--- src/rtl/pipe_reg_w_elastic.sv ---
// MEM/WB pipeline register with valid/ready handshake, optional one-entry skid slot,
// flush-to-bubble and a saturating stall-cycle counter.
module pipe_reg_w_elastic #(
  parameter int unsigned   DW       = 32,
  parameter int unsigned   RW       = 5,
  parameter logic [DW-1:0] PC_RESET = DW'(32'h0000_3000),
  parameter int unsigned   SKID     = 1,
  parameter int unsigned   CNT_W    = 16
) (
  input  logic             Clock,
  input  logic             Reset,
  input  logic             Flush,
  input  logic             in_valid,
  output logic             in_ready,
  input  logic [DW-1:0]    IR_M,
  input  logic [RW-1:0]    A3_M,
  input  logic [DW-1:0]    PC4_M,
  input  logic [DW-1:0]    AMO_M,
  input  logic [DW-1:0]    DMOut,
  output logic             out_valid,
  input  logic             out_ready,
  output logic [DW-1:0]    IR_W,
  output logic [RW-1:0]    A3_W,
  output logic [DW-1:0]    PC4_W,
  output logic [DW-1:0]    AMO_W,
  output logic [DW-1:0]    DR_W,
  output logic [CNT_W-1:0] StallCnt
);

  typedef struct packed {
    logic [DW-1:0] ir;
    logic [RW-1:0] a3;
    logic [DW-1:0] pc4;
    logic [DW-1:0] amo;
    logic [DW-1:0] dr;
  } payload_t;

  localparam payload_t PayloadRst = '{ir: '0, a3: '0, pc4: PC_RESET, amo: '0, dr: '0};
  localparam bit       HasSkid    = (SKID != 0);

  payload_t m_q, m_d, s_q, s_d, in_pay;
  logic     v_m_q, v_m_d, v_s_q, v_s_d;
  logic     in_fire, m_load;
  logic [CNT_W-1:0] cnt_q, cnt_d;

  assign in_pay = '{ir: IR_M, a3: A3_M, pc4: PC4_M, amo: AMO_M, dr: DMOut};

  // With the skid slot, in_ready depends only on state, cutting the out_ready->in_ready path.
  assign in_ready = HasSkid ? !v_s_q : (!v_m_q || out_ready);
  assign in_fire  = in_valid && in_ready;
  assign m_load   = !v_m_q || out_ready;

  always_comb begin
    m_d   = m_q;
    s_d   = s_q;
    v_m_d = v_m_q;
    v_s_d = v_s_q;
    if (Flush) begin
      m_d   = PayloadRst;
      s_d   = PayloadRst;
      v_m_d = 1'b0;
      v_s_d = 1'b0;
    end else begin
      if (m_load) begin
        if (HasSkid && v_s_q) begin
          m_d   = s_q;
          v_m_d = 1'b1;
          v_s_d = 1'b0;
        end else if (in_fire) begin
          m_d   = in_pay;
          v_m_d = 1'b1;
        end else begin
          // Bubble: nop with no register write; remaining fields hold.
          v_m_d = 1'b0;
          m_d.ir = '0;
          m_d.a3 = '0;
        end
      end
      if (HasSkid && v_m_q && !out_ready && in_fire) begin
        s_d   = in_pay;
        v_s_d = 1'b1;
      end
    end
  end

  always_comb begin
    cnt_d = cnt_q;
    if (v_m_q && !out_ready && (cnt_q != {CNT_W{1'b1}})) begin
      cnt_d = cnt_q + 1'b1;
    end
  end

  always_ff @(posedge Clock) begin
    if (Reset) begin
      m_q   <= PayloadRst;
      s_q   <= PayloadRst;
      v_m_q <= 1'b0;
      v_s_q <= 1'b0;
      cnt_q <= '0;
    end else begin
      m_q   <= m_d;
      s_q   <= HasSkid ? s_d : PayloadRst;
      v_m_q <= v_m_d;
      v_s_q <= HasSkid ? v_s_d : 1'b0;
      cnt_q <= cnt_d;
    end
  end

  assign out_valid = v_m_q;
  assign IR_W      = m_q.ir;
  assign A3_W      = m_q.a3;
  assign PC4_W     = m_q.pc4;
  assign AMO_W     = m_q.amo;
  assign DR_W      = m_q.dr;
  assign StallCnt  = cnt_q;

endmodule

--- config.mk ---
export PLATFORM = sky130hd
export DESIGN_NAME = pipe_reg_w_elastic
export DESIGN_NICKNAME = d
export VERILOG_FILES = /design/src/rtl/pipe_reg_w_elastic.sv
export SDC_FILE = /design/constraint.sdc
export NUM_CORES = 1
export LEC_CHECK = 0
export BUFFER_PORTS_ARGS = -buffer_cell sky130_fd_sc_hd__buf_4
export CAP_MARGIN = 25
export CORE_MARGIN = 1
export CORE_UTILIZATION = 53
export DETAILED_ROUTE_END_ITERATION = 10
export GPL_TIMING_DRIVEN = 0
export PLACE_DENSITY = 0.8
export SYNTH_ARGS = -nofsm -noshare
export SYNTH_HDL_FRONTEND = slang
export SYNTH_SLANG_ARGS = --single-unit
export TNS_END_PERCENT = 1
--- constraint.sdc ---
create_clock -name Clock -period 2.2 [get_ports Clock]
set_clock_uncertainty 0.2 [all_clocks]
set_input_delay 0.11 -clock Clock [delete_from_list [all_inputs] [get_ports Clock]]
set_output_delay 0.11 -clock Clock [all_outputs]
set_load 0.02 [all_outputs]
# Word-level counts from Yosys, hierarchy flattened
# Cells that the tools add are included.
[classes]
n_eq_ne = 1
addsub = 1
reduce_logical = 12
mux = 7
[op_table]
columns = ["operator", "n"]
rows = [
  ["$mux 133", 1],
  ["$mux 96", 1],
  ["$mux 37", 1],
  ["$add 16x1->16 const B", 1],
  ["$ne 16x16->1 const B", 1],
  ["$logic_and 1x1->1", 4],
  ["$mux 1", 4],
  ["$reduce_bool 2->1", 2],
  ["$logic_not 1->1", 3],
  ["$reduce_and 2->1", 1],
  ["$reduce_or 2->1", 1],
  ["$logic_or 1x1->1", 1],
]
[totals]
input_bits = 138
ff_bits = 284
output_inout_bits = 151
elab_cells = 34

# Logic depth before layout (Yosys ltp)
[depth]
word_depth = 4
ltp_mapped = 8
ltp_nobuf = 5

# Worst setup path before layout
# No wires, ideal clock.
[synth_path]
path_type = "reg2reg"
start = "register cnt_q[0] (netlist: StallCnt[0])"
end = "register cnt_q[0] (netlist: StallCnt[0])"
setup_ns = 0.121
t_required_ns = 1.879
arrival_ns = 1.638
slack_ns = 0.241
path_stages_with_launch = 7
n_path_buf = 1
period_less_slack_ns = 1.959
cell_sequence = "dfxtp_1 ha_1 and2_4 and3_4 buf_6 a21oi_1 mux2_2"
[synth_between]
elab_chain_cells = 2
elab_cells_between_ends = 3
cone_classes = "add/sub: 1; eq/ne: 1; reduce/logical: 1"
[synth_lines]
columns = ["item", "line", "rtl"]
rows = [
  ["start: declaration", "44", "logic [CNT_W-1:0] cnt_q, cnt_d;"],
  ["start signal: assignment", "105", "cnt_q <= cnt_d;"],
  ["branches (longest 2 deep; another with $add 16x1->16)", "--", ""],
]
# Parallel ways; which one is timed is not known.
# A chain may end at the register's enable or synchronous reset.

# Worst setup path after layout
[layout_path]
start = "input port Reset"
end = "register m_q (netlist bit AMO_W[22])"
[layout_between]
elab_chain_cells = 1
[layout_lines]
columns = ["item", "line", "rtl"]
rows = [
  ["start: declaration", "11", "input logic Reset,"],
  ["$reduce_or 2->1 (no line)", "--", ""],
  ["end signal: assignment", "95", "m_q <= PayloadRst;"],
  ["end signal: assignment", "101", "m_q <= m_d;"],
  ["end: declaration", "41", "payload_t m_q, m_d, s_q, s_d, in_pay;"],
]
# Every way passes these cells.

==> flow_metrics.py <==
metrics = {
    "critical_path": {
        "worst-endpoint-arrival_ns": 2.33,
        "crit_path_max_fanout": 10,
        "critical_path_required_ns": 2.38,
        "worstSetupEndpointType": "register",
        "critPathKind": "input pin to register",
        "cp-start-kind": "input pin",
    },
    "min_path": {
        "worst_hold_path_type": "input pin to register",
    },
    "floorplanning": {
        "die_area_um2": 22000,
        "fp.coreArea_um2": 21020,
        "row_count": 53,
        "num_io_pins": 289,
        "die_width_um": 148.3,
        "fp.dieH_um": 148.3,
        "initial_cell_density_of_the_core_pct": 53.99,
    },
    "power": {
        "ir_worst_vdd_mv": 0.6551,
        "powerDensity_nw_per_um2": 710.2,
        "power.static_leakage_nw": 6.453,
        "post-layout-total-power_mw": 11.51,
    },
    "global_route": {
        "global_route.usage.total_pct": 31.96,
        "grt_start_max_net_pins": 14,
        "gr_overflow_total": 0,
        "grt_pass1_vias": 11272,
        "grt_pass1_wl_mm": 56.56,
        "grt_antenna_before_repair": 1,
    },
    "drt": {
        "drt_drc_violations_left": 0,
        "detail_route.vias_per_cell": 5.556,
        "drtAntennaViolNets": 0,
        "pre_antenna_drt_iters": 6,
        "drt_iter0_markers": 602,
        "wire_per_inst_um": 17.41,
        "route.vias.total": 11546,
        "postRouteWirelength_mm": 36.17,
    },
    "synth": {
        "netlist_top_cells_area": "sky130_fd_sc_hd__dfxtp_1, sky130_fd_sc_hd__nand2_1, sky130_fd_sc_hd__a211oi_1, sky130_fd_sc_hd__mux2i_1, sky130_fd_sc_hd__a21oi_1",
        "ys_ff_latch": 284,
        "netlist_area_um2": 11350,
        "postSynthNetCount": 1462,
        "synth-seq-area-share_pct": 50.09,
        "yosysMostFrequentCell": "sky130_fd_sc_hd__dfxtp_1",
        "yosys_warnings": 0,
        "netlist-cell-type-count": 41,
        "netlist_instances": 1323,
        "synth-edff-count": 0,
        "synth_ff_type": "sky130_fd_sc_hd__dfxtp_1",
        "postSynth.asyncResetShare_pct": 0,
        "post_synth.cell_area_avg_um2": 8.579,
        "synthDominantAreaCellType": "sky130_fd_sc_hd__dfxtp_1",
        "synth_top_area_share_pct": 50.09,
        "synth_common_cells": "sky130_fd_sc_hd__dfxtp_1, sky130_fd_sc_hd__nand2_1, sky130_fd_sc_hd__a21oi_1",
    },
    "layout": {
        "fin_area_um2": 16200,
        "multi_input_comb_area_um2": 5115,
        "filler_cell_count": 1433,
        "synthToLayoutAreaGrowth_pct": 42.75,
        "drive_gt1_share_pct": 22.53,
        "sequential_cell_area_um2": 5687,
        "finalNetCount": 1920,
    },
    "timing": {
        "drv_slew": 0,
        "min_period_over_period_pct": 97.47,
        "max_freq_ghz": 0.4663,
        "layout_min_cycle_time_ns": 2.144,
        "timing.hold.ws_ns": 0.1491,
        "setup_violations": 0,
        "relSlewSlack_pct": 38.27,
        "final_hold_viol_count": 0,
        "slew_of_the_pin_with_the_lowest_slew_margin_ns": 0.9260,
        "fin_tns_setup_ns": 0,
    },
    "place": {
        "routabilityCongestion": 0.8344,
        "place_hpwl_mm": 23.25,
        "port-buffer-count": 288,
        "cell_area_placed_um2": 13860,
    },
    "run": {
        "drv_cap": 0,
    },
    "clock_tree": {
        "worstSkewPairLatency_ns": 0.53,
        "cts_max_level": 1,
        "clk_pin_slew_ns": 0.06,
        "numCtsBuffers": 29,
        "cts-root-to-sink-buffers": 3,
        "clockRootBuffer": "sky130_fd_sc_hd__clkbuf_16",
        "cts_sinks": 284,
        "cts_tree": "done",
    },
    "status": {
        "outcome": "finished, final reports clean",
    },
}
critical path: stages:
cell,delay [ns]
sky130_fd_sc_hd__dlygate4sd3_1,0.53
sky130_fd_sc_hd__buf_4,0.12
sky130_fd_sc_hd__or2_2,0.11
sky130_fd_sc_hd__clkbuf_1,0.12
sky130_fd_sc_hd__clkbuf_1,0.71
sky130_fd_sc_hd__clkbuf_1,0.50
sky130_fd_sc_hd__a211oi_1,0.12
cells by family (layout without fill, tap and decap cells):
group | after synthesis | in the layout | synth area share, %
mux | 101 | 101 | 8.952
other cells | 0 | 1 | 0
fa+ha+maj | 1 | 1 | 0.1102
simple gates | 528 | 528 | 19.93
compound gates | 290 | 290 | 15.99
buf+inv | 119 | 598 | 4.928
flops | 284 | 284 | 50.09
flip-flops by register name, summed over array words and instances, names as in the netlist:
register and flops:
s_q 133, v_s_q 1, StallCnt 16, AMO_W 32, A3_W 5, IR_W 32
DR_W 32, PC4_W 32, out_valid 1
layout make-up:
| type | instances | share of cell area [%] |
|---|---|---|
| Sequential cell | 284 | 35.10 |
| Multi-Input combinational cell | 920 | 31.57 |
| Timing Repair Buffer | 427 | 21.98 |
| Clock buffer | 41 | 5.004 |
| Buffer | 117 | 3.491 |
| Tap cell | 275 | 2.124 |
| Clock inverter | 11 | 0.6719 |
| Inverter | 2 | 0.04634 |
| Antenna cell | 1 | 0.01545 |
metrics by stage:
| stage | util (%) | instances | setup slack [ns] |
|---|---|---|---|
| 2_1_floorplan | - | 1323 | 0.2413 |
| 3_3_place_gp | 65.91 | 1886 | -0.09660 |
| 3_5_place_dp | 65.91 | 1886 | -0.1805 |
| 4_1_cts | 76.87 | 2075 | 0.01953 |
| 5_1_grt | 77.07 | 2078 | -0.004765 |
| 6_report | 77.07 | 2078 | 0.05560 |
path summary, 6_finish.rpt:
| path | cells past startpoint | slack (ns) | startpoint | end |
|---|---|---|---|---|
| min | 4 | 0.15 | PC4_M[13] | s_q[77] |
| max | 7 | 0.06 | Reset | AMO_W[22] |
| max reg2reg | 7 | 0.11 | v_s_q | AMO_W[1] |
| min reg2reg | 2 | 0.25 | s_q[2] | s_q[2] |
cells in the final DEF (no fill, tap or decap), types with 3 or more instances in the layout:
cell type	instances
sky130_fd_sc_hd__buf_4	297
sky130_fd_sc_hd__dfxtp_1	283
sky130_fd_sc_hd__nand2_1	276
sky130_fd_sc_hd__a21oi_1	144
sky130_fd_sc_hd__nor2_1	138
sky130_fd_sc_hd__dlygate4sd3_1	137
sky130_fd_sc_hd__a211oi_1	131
sky130_fd_sc_hd__mux2i_1	97
sky130_fd_sc_hd__clkbuf_1	64
sky130_fd_sc_hd__buf_2	44
sky130_fd_sc_hd__nor3_1	41
sky130_fd_sc_hd__and3_1	38
sky130_fd_sc_hd__clkbuf_16	29
sky130_fd_sc_hd__clkinv_2	8
sky130_fd_sc_hd__nor2b_1	5
sky130_fd_sc_hd__buf_6	4
sky130_fd_sc_hd__nand4_1	4
sky130_fd_sc_hd__and4_1	4
sky130_fd_sc_hd__or4_1	4
sky130_fd_sc_hd__o31ai_1	4
sky130_fd_sc_hd__clkbuf_8	4
sky130_fd_sc_hd__clkbuf_4	3
sky130_fd_sc_hd__o21ai_0	3
sky130_fd_sc_hd__nand3_1	3
sky130_fd_sc_hd__or3_1	3
sky130_fd_sc_hd__mux2_2	3
routing by layer:
layer / GRT usage, % / part of all wire [%]
met1: 39.00 / 40
met5: 0 / 0
met4: 13.04 / 4.0
met3: 5.675 / 7.1
met2: 55.52 / 49
where the power goes:
group	internal, mW	switching [mW]
combinational	0.642	0.715
sequential	5.26	0.0732
clock	2.79	2.03
total	8.69	2.81
timing repair:
item	4_1_cts	5_1_grt
hold buffers	137	0
endpoints found under the hold margin	273	0
gates resized for setup	3	5
pin swaps	0	1
buffers inserted	0	2
setup endpoints to repair	160	98
No activity file was read; power rests on OpenSTA's default activity.
